### src/rtl/ssd_pkg.sv
// rtl/ssd_pkg.sv - shared SSD display codes, cathode glyph patterns and anode helpers
package ssd_pkg;

  localparam logic [4:0] CODE_OFF  = 5'b10000;
  localparam logic [4:0] CODE_Y    = 5'b10001;
  localparam logic [4:0] CODE_A_LC = 5'b10010;
  localparam logic [4:0] CODE_L    = 5'b10011;
  localparam logic [4:0] CODE_BAD  = 5'b11111;

  // Segment order is {a,b,c,d,e,f,g}, a segment is lit when its bit is 0.
  localparam logic [6:0] PAT_0    = 7'b0000001;
  localparam logic [6:0] PAT_1    = 7'b1001111;
  localparam logic [6:0] PAT_2    = 7'b0010010;
  localparam logic [6:0] PAT_3    = 7'b0000110;
  localparam logic [6:0] PAT_4    = 7'b1001100;
  localparam logic [6:0] PAT_5    = 7'b0100100;
  localparam logic [6:0] PAT_6    = 7'b0100000;
  localparam logic [6:0] PAT_7    = 7'b0001111;
  localparam logic [6:0] PAT_8    = 7'b0000000;
  localparam logic [6:0] PAT_9    = 7'b0000100;
  localparam logic [6:0] PAT_A    = 7'b0001000;
  localparam logic [6:0] PAT_B    = 7'b1100000;
  localparam logic [6:0] PAT_C    = 7'b0110001;
  localparam logic [6:0] PAT_D    = 7'b1000010;
  localparam logic [6:0] PAT_E    = 7'b0110000;
  localparam logic [6:0] PAT_F    = 7'b0111000;
  localparam logic [6:0] PAT_OFF  = 7'b1111111;
  localparam logic [6:0] PAT_Y    = 7'b1000100;
  localparam logic [6:0] PAT_A_LC = 7'b0000010;
  localparam logic [6:0] PAT_L    = 7'b1110001;

  typedef enum logic [1:0] {
    AN_BLANK,
    AN_SINGLE,
    AN_MULTI
  } an_class_e;

  function automatic an_class_e an_classify(input logic [7:0] an);
    logic [7:0] lo;
    lo = ~an;
    if (lo == 8'h00) return AN_BLANK;
    if ((lo & (lo - 8'd1)) == 8'h00) return AN_SINGLE;
    return AN_MULTI;
  endfunction

  function automatic logic [2:0] an_index(input logic [7:0] an);
    logic [2:0] idx;
    idx = 3'd0;
    for (int i = 0; i < 8; i++) begin
      if (!an[i]) idx = 3'(i);
    end
    return idx;
  endfunction

endpackage

### src/rtl/ssd_glyph_decode.sv
// rtl/ssd_glyph_decode.sv - combinational cathode pattern to 5-bit display code
module ssd_glyph_decode
  import ssd_pkg::*;
(
  input  logic [6:0] pattern,
  output logic [4:0] code,
  output logic       bad
);

  always_comb begin
    code = CODE_BAD;
    bad  = 1'b0;
    case (pattern)
      PAT_0:    code = 5'h00;
      PAT_1:    code = 5'h01;
      PAT_2:    code = 5'h02;
      PAT_3:    code = 5'h03;
      PAT_4:    code = 5'h04;
      PAT_5:    code = 5'h05;
      PAT_6:    code = 5'h06;
      PAT_7:    code = 5'h07;
      PAT_8:    code = 5'h08;
      PAT_9:    code = 5'h09;
      PAT_A:    code = 5'h0A;
      PAT_B:    code = 5'h0B;
      PAT_C:    code = 5'h0C;
      PAT_D:    code = 5'h0D;
      PAT_E:    code = 5'h0E;
      PAT_F:    code = 5'h0F;
      PAT_OFF:  code = CODE_OFF;
      PAT_Y:    code = CODE_Y;
      PAT_A_LC: code = CODE_A_LC;
      PAT_L:    code = CODE_L;
      default: begin
        code = CODE_BAD;
        bad  = 1'b1;
      end
    endcase
  end

endmodule

### src/rtl/ssd_scan_decoder.sv
// rtl/ssd_scan_decoder.sv - samples a scanned 8-digit SSD bus and reports decoded frames
module ssd_scan_decoder
  import ssd_pkg::*;
#(
  parameter int SETTLE_CYCLES = 4,
  parameter int SYNC_STAGES   = 2
) (
  input  logic        Clk,
  input  logic        Reset_n,
  input  logic [7:0]  An,
  input  logic [7:0]  Cath,
  output logic [39:0] frame_codes,
  output logic [7:0]  frame_dp,
  output logic        frame_valid,
  output logic        an_err,
  output logic        glyph_err
);

  localparam int               CNT_W   = $clog2(SETTLE_CYCLES + 1);
  localparam logic [CNT_W-1:0] CNT_MAX = CNT_W'(SETTLE_CYCLES);
  localparam logic [CNT_W-1:0] CNT_CAP = CNT_W'(SETTLE_CYCLES - 1);
  localparam int               SYNC_W  = 16 * SYNC_STAGES;

  logic [SYNC_W-1:0] sync_q;
  logic [15:0]       nxt_s;
  logic [15:0]       cur_s;
  an_class_e         nxt_class;
  an_class_e         cur_class;
  logic              stable;
  logic              capture;
  logic [2:0]        idx;
  logic [4:0]        glyph_code;
  logic              glyph_bad;

  logic [CNT_W-1:0]  stable_cnt;
  logic              captured;
  logic [39:0]       digits_q;
  logic [7:0]        dp_q;
  logic [7:0]        seen_q;
  logic [39:0]       digits_nx;
  logic [7:0]        dp_nx;
  logic [7:0]        seen_nx;

  // The final sync stage doubles as the previous-cycle copy, so the value entering
  // it is compared against the value it currently holds.
  assign nxt_s     = sync_q[16*(SYNC_STAGES-2) +: 16];
  assign cur_s     = sync_q[16*(SYNC_STAGES-1) +: 16];
  assign nxt_class = an_classify(nxt_s[15:8]);
  assign cur_class = an_classify(cur_s[15:8]);
  assign stable    = (nxt_class == AN_SINGLE) && (nxt_s == cur_s);
  assign capture   = stable && !captured && (stable_cnt == CNT_CAP);
  assign idx       = an_index(cur_s[15:8]);

  ssd_glyph_decode u_glyph (
    .pattern (cur_s[7:1]),
    .code    (glyph_code),
    .bad     (glyph_bad)
  );

  always_comb begin
    digits_nx = digits_q;
    dp_nx     = dp_q;
    seen_nx   = seen_q | (8'd1 << idx);
    digits_nx[5*idx +: 5] = glyph_code;
    dp_nx[idx]            = ~cur_s[0];
  end

  always_ff @(posedge Clk or negedge Reset_n) begin
    if (!Reset_n) begin
      sync_q      <= '1;
      stable_cnt  <= '0;
      captured    <= 1'b0;
      digits_q    <= {8{CODE_OFF}};
      dp_q        <= 8'h00;
      seen_q      <= 8'h00;
      frame_codes <= {8{CODE_OFF}};
      frame_dp    <= 8'h00;
      frame_valid <= 1'b0;
      an_err      <= 1'b0;
      glyph_err   <= 1'b0;
    end else begin
      sync_q      <= {sync_q[SYNC_W-17:0], An, Cath};
      frame_valid <= 1'b0;
      glyph_err   <= 1'b0;
      an_err      <= (nxt_class == AN_MULTI) && (cur_class != AN_MULTI);

      if (stable) begin
        if (stable_cnt != CNT_MAX) stable_cnt <= stable_cnt + 1'b1;
      end else begin
        stable_cnt <= '0;
        captured   <= 1'b0;
      end

      if (capture) begin
        captured  <= 1'b1;
        digits_q  <= digits_nx;
        dp_q      <= dp_nx;
        glyph_err <= glyph_bad;
        // Frame completion uses the working set including this capture.
        if (seen_nx == 8'hFF) begin
          frame_codes <= digits_nx;
          frame_dp    <= dp_nx;
          frame_valid <= 1'b1;
          seen_q      <= 8'h00;
        end else begin
          seen_q <= seen_nx;
        end
      end
    end
  end

endmodule
### config.mk
export PLATFORM = sky130hd
export DESIGN_NAME = ssd_scan_decoder
export DESIGN_NICKNAME = d
export VERILOG_FILES = /design/src/rtl/ssd_pkg.sv /design/src/rtl/ssd_glyph_decode.sv /design/src/rtl/ssd_scan_decoder.sv
export SDC_FILE = /design/constraint.sdc
export NUM_CORES = 1
export LEC_CHECK = 0
export ABC_AREA = 1
export CORE_MARGIN = 2
export CORE_UTILIZATION = 55
export DETAILED_ROUTE_END_ITERATION = 10
export GPL_ROUTABILITY_DRIVEN = 1
export GPL_TIMING_DRIVEN = 0
export PLACE_DENSITY_LB_ADDON = 0.3
export RECOVER_POWER = 50
export SYNTH_ARGS = -nofsm -noshare
export SYNTH_HDL_FRONTEND = slang
export SYNTH_SLANG_ARGS = --single-unit
### constraint.sdc
create_clock -name Clk -period 6.5 [get_ports Clk]
set_input_delay 1.3 -clock Clk [delete_from_list [all_inputs] [get_ports Clk]]
set_output_delay 1.3 -clock Clk [all_outputs]
set_load 0.005 [all_outputs]
# [Word level (Yosys, flattened, before mapping)]
# Cells that the tools add are included.
[op_classes] n_shift=3 add_sub_neg=4 n_bitwise=6 order_cmp=2 n_mul=1 n_reduce_logical=13 mux=35 n_eq_ne=28
[ops] cell="case mux 5 bit (20 select lines)" n=1
[ops] cell="== test 7 bit (second input constant)" n=7
[ops] cell="bitwise mux 40 bit" n=1
[ops] cell="variable shift 5 x 34 -> 40 bit (first input constant)" n=1
[ops] cell="indexed part select 5 x 34 -> 40 bit" n=1
[ops] cell="== test 7 x 6 -> 1 bit (second input constant)" n=5
[ops] cell="negation 6 -> 34 bit" n=1
[ops] cell="logical NOT 8 bit" n=4
[ops] cell="2-to-1 mux 3 bit" n=8
[ops] cell="OR reduction 20 bit" n=1
[ops] cell="AND 8 bit" n=2
[ops] cell="== test 16 bit" n=1
[ops] cell="2-to-1 mux 2 bit" n=8
[ops] cell="inverter 8 bit" n=2
[ops] cell="subtractor 8 x 1 -> 8 bit (second input constant)" n=2
[ops] cell="== test 7 x 3 -> 1 bit (second input constant)" n=2
[ops] cell="== test 7 x 4 -> 1 bit (second input constant)" n=2
[ops] cell="2-to-1 mux 1 bit" n=14
[ops] cell="bitwise mux 8 bit" n=1
[ops] cell="== test 8 bit (second input constant)" n=1
[ops] cell="2-to-1 mux 8 bit" n=1
[ops] cell="OR 8 bit" n=1
[ops] cell="<< shifter 1 x 3 -> 8 bit (first input constant)" n=1
[ops] cell="== test 7 x 1 -> 1 bit (second input constant)" n=1
[ops] cell="other kinds (18)" n=23
[word_totals] regBits=143 out_inout_bits=51 word_cells=103 in_bits=18

# [Depth between registers and ports, before layout]
[depth] word_depth=13 depth_mapped=16 mapped_depth_nobuf=15

# [Hierarchy]
# From an unflattened synthesis, not the netlist that was laid out.
[hier_totals] cells_unflattened=939 hier_area_um2=7260.7
[by_module_without_submodules] module="ssd_scan_decoder" area_each_um2=6819.0 n_inst=1 seq_area_each_um2=3638.5 cells_per_inst=848
[by_module_without_submodules] module="ssd_glyph_decode" area_each_um2=441.7 n_inst=1 seq_area_each_um2=0.0 cells_per_inst=91

# [Worst setup path before layout]
# No wires, ideal clock.
[synth_timing] kind="register to register" from="reg sync_q[28]" to="reg frame_dp[6]" path_stages_with_launch=17 slack_ns=4.007 t_arrival_ns=2.367 required_time_ns=6.374 synth_period_minus_slack_ns=2.493 n_path_buf=2 setup_ns=0.126 cell_sequence="dfstp_2 > buf_2 > inv_1 > a21oi_1 > o21bai_4 > inv_2 > ha_1 > inv_1 > nor2_1 > o22ai_1 > nor2_1 > nand2_4 > inv_4 > nand2_4 > buf_6 > nand2_1 > o21ai_2"
[synth_via] elab_chain_len=9 elab_cells_between_ends=18 classes_between="order compare (2); eq/ne (2); shift (1); mux (7); bitwise (1); reduce/logical (5)"
[synth_rtl] item="start, declared" line_no="ssd_scan_decoder.sv:24" rtl="logic [SYNC_W-1:0] sync_q;"
[synth_rtl] item="start signal, assigned" line_no="ssd_scan_decoder.sv:82" rtl="sync_q <= {sync_q[SYNC_W-17:0], An, Cath};"
[synth_rtl] item="2-to-1 mux 3 bit (4 in series)" line_no="ssd_pkg.sv:50" rtl="if (!an[i]) idx = 3'(i);"
[synth_rtl] item="< comparator 3 x 4 -> 1 bit (not written as such) or greater-or-equal comparator 3 x 1 -> 1 bit (tied branches)" line_no="ssd_scan_decoder.sv:65" rtl="dp_nx[idx] = ~cur_s[0];"
[synth_rtl] item="logical AND 1 bit (not written as such)" line_no="ssd_scan_decoder.sv:65"
[synth_rtl] item="2-to-1 mux 1 bit (not written as such)" line_no="ssd_scan_decoder.sv:65"
[synth_rtl] item="demux 1 bit (select 3 bit)" line_no="ssd_scan_decoder.sv:65"
[synth_rtl] item="bitwise mux 8 bit" line_no="ssd_scan_decoder.sv:65"
[synth_rtl] item="end signal, assigned" line_no="ssd_scan_decoder.sv:102" rtl="frame_dp <= dp_nx;"
[synth_rtl] item="end, declared" line_no="ssd_scan_decoder.sv:13" rtl="output logic [7:0] frame_dp,"
# Several ways; a longest one is shown, not always the timed one.
# A chain may end at the register's enable or synchronous reset.

==> results.toml <==
[grt]
grt_overflow_total = 0
grt_pass1_wl_um = 26000
grt_pass1_vias = 5447
grt_use_total_pct = 24.8
grt_start_max_net_pins = 82
antenna_found_initial = 0

[floorplan]
die_w_um = 117
die_h_um = 117
rows = 41
ios = 69
initial_utilization_pct = 56.0
die_area_um2 = 13700
coreArea_um2 = 12500

[place]
place_hpwl_um = 11000
place_congestion = 0.918
port_buffers = 68
dp_cells = 1071
dpl_worst_slack_ns = 3.54
placed_cell_area_um2 = 7940

[finish]
finalNonFillerCells = 1103
finalInstanceArea_um2 = 8560
final_util_pct = 68.4
finalNetCount = 946
drive_above_1_share_pct = 16.5
syn_to_final_growth_pct = 22.0
n_antenna_cell = 0

[critical_path]
cp_top_family = "buffers and inverters"
critPathCaptureType = "asynchronous set/reset pin"
critPathBufInv = 1
cp.required_ns = 6.31
path_class = "primary input to asynchronous set/reset pin"
worstPathMaxFanout = 63
slowest_delay_ns = 2.27
path_cells = "clkbuf_1"
slowest_stage = "clkbuf_1"
cp-start-kind = "primary input"
crit_arrival_ns = 3.62

[clock_tree]
cts_buffer_depth = 2
clock_latency_ns = 0.44
clock-root-buffer = "clkbuf_16"
cts_resized = 0
cts.sinks = 143
cts_buffers = 17
path_clk_slew_ns = 0.06
cts_tree = "built"
htree_levels = 4
hold_buffers = 0
cts_setup_buffers = 0

[drt]
dr_wl_met2_um = 7370
wl_met1_um = 7070
antenna_left = 0
detail_route.first_pass.iterations = 5
wl_per_cell_um = 14.1
routed_wl_um = 15600
route.top_layer_used = "met4"
met3_wirelength_um = 829
via_per_inst = 5.20
via_count = 5736
drcViolationCount = 0
drtIter0Drc = 423

[outcome]
status = "complete, but fails checks"
violations = "capacitance limit, slew limit"

[synth]
synth-edff-count = 0
synth_area_um2 = 7020
avgSynthCellArea_um2 = 8.45
syn_nets = 858
seq_area_frac_synth_pct = 51.9
synth_seq_cells = 143
yosysTopAreaCell = "dfrtp_1"
ys_types = 42
synth_cells = 830
ys_top_cells_by_area = "dfrtp_1, dfstp_2, nand2_1"
synth-async-reset-ratio_pct = 100
synth_ff_type = "dfrtp_1"
yosys_warnings = 0
synth_top_area_share_pct = 33.9

[sta]
setup_viol = 0
finalCritPeriodShare_pct = 58.7
slew_headroom_pct = -119
hold_viol = 0
skew_ns = 0.0104
worstMarginPinSlew_ns = 3.28
rsz0062_at_grt = "no"
slew_violations = 63
fmax_ghz = 0.262
setup_slack_ns = 2.69
final.min_clock_period_ns = 3.81

[power]
power_mw = 2.08
ir_drop_mv = 0.135
p_leak_nw = 4.24
powerDensity_nw_per_um2 = 243

[job]
max-cap-violations = 1

[hold_path]
hold_class = "flop to flop"
## synth_stat cells, types with 3 or more instances
master     n
dfstp_2   48
o22ai_1    3
a21oi_1   22
o21ai_2   18
o21ai_1   17
o21ai_0   29
inv_1     53
dfrtp_1   95
nor2_1    85
inv_2      3
xnor2_1   10
nor2_8     3
nor2_2     6
buf_2     12
ha_1      10
nand2_4    3
buf_6      8
nand2_1  265
nand4_1    5
xor2_1     8
or2_2     21
nand3_1   76
nand2_2    7
nor3_1     3
## cells by family after synthesis
group	Yosys count	synth area share, %
AND/OR/NAND/NOR	483	30.4
XOR/XNOR	18	2.25
buffers and inverters	80	5.46
adder cells (fa/ha/maj)	10	1.78
flip-flops	143	51.9
AO/OA/AOI/OAI	96	8.29
## metal layers
| layer | vias up | global-route usage (%) |
|---|---|---|
| met5 | - | 0 |
| met4 | 0 | 9.49 |
| met3 | 27 | 5.46 |
| met2 | 157 | 38.3 |
| met1 | 2707 | 34.5 |
| li1 | 2845 | - |
## path summary, 6_finish.rpt
kind                                 start      endpoint  depth (start not counted)  slack (ns)
worst max-delay path               Reset_n     seen_q[0]                          1        2.69
worst min-delay path             sync_q[5]    sync_q[21]                          0        0.38
worst max register to register  sync_q[27]  digits_q[23]                         11        3.46
worst min register to register   sync_q[5]    sync_q[21]                          0        0.38
max in group Clk                sync_q[27]  digits_q[23]                         11        3.46
min in group asynchronous          Reset_n       dp_q[4]                          1        1.97
## report_power, final
part / internal [mW] / switching (mW)
Sequential: 0.908 / 0.0114
Clock: 0.651 / 0.370
Combinational: 0.0438 / 0.0945
## through the flow
step	setup TNS [ns]	hold WS [ns]
floorplan	0	0.360
global placement	-137.43	0.364
detailed placement	0	0.365
CTS	0	0.370
global route	0	0.383
finish	0	0.382
## worst reg2reg max path, delay by kind of cell, from the launching register on
kind | cells | cell delay [ns]
AO/OA/AOI/OAI | 2 | 0.43
AND/OR/NAND/NOR | 4 | 0.91
adder cells (fa/ha/maj) | 1 | 0.30
flip-flops | 1 | 0.57
buffers and inverters | 4 | 0.76
## cell type report
cell class	count	area (µm²)
timing repair buffer	69	702
fill	1017	3960
multi-input combinational	607	2990
sequential	143	3640
inverter	57	216
buffer	23	166
clock buffer	22	494
clock inverter	10	133
tap	172	215
## cells in the final DEF (no fill, tap or decap), types with 4 or more instances in the layout
| cell | n |
|---|---|
| nand2_1 | 265 |
| nand3_1 | 76 |
| nand2_2 | 7 |
| dlygate4sd3_1 | 16 |
| nor2_1 | 86 |
| o21ai_0 | 29 |
| ha_1 | 10 |
| clkbuf_8 | 5 |
| o21ai_1 | 17 |
| clkdlybuf4s50_1 | 51 |
| xor2_1 | 8 |
| xnor2_1 | 10 |
| dfstp_2 | 32 |
| clkbuf_16 | 17 |
| nand4_1 | 5 |
| a21oi_1 | 22 |
| nor2_2 | 5 |
| clkinv_2 | 4 |
| or2_2 | 21 |
| dfstp_1 | 16 |
| buf_6 | 8 |
| o21ai_2 | 18 |
| dfrtp_1 | 95 |
| inv_1 | 53 |
| buf_2 | 12 |
## state kept, by name (all words and copies together) (netlist names), 3 cells and up
register and flops:
seen_q 8, stable_cnt 3, frame_codes 40, frame_dp 8, sync_q 32, digits_q 40
dp_q 8
(Power assumes the default switching activity.)
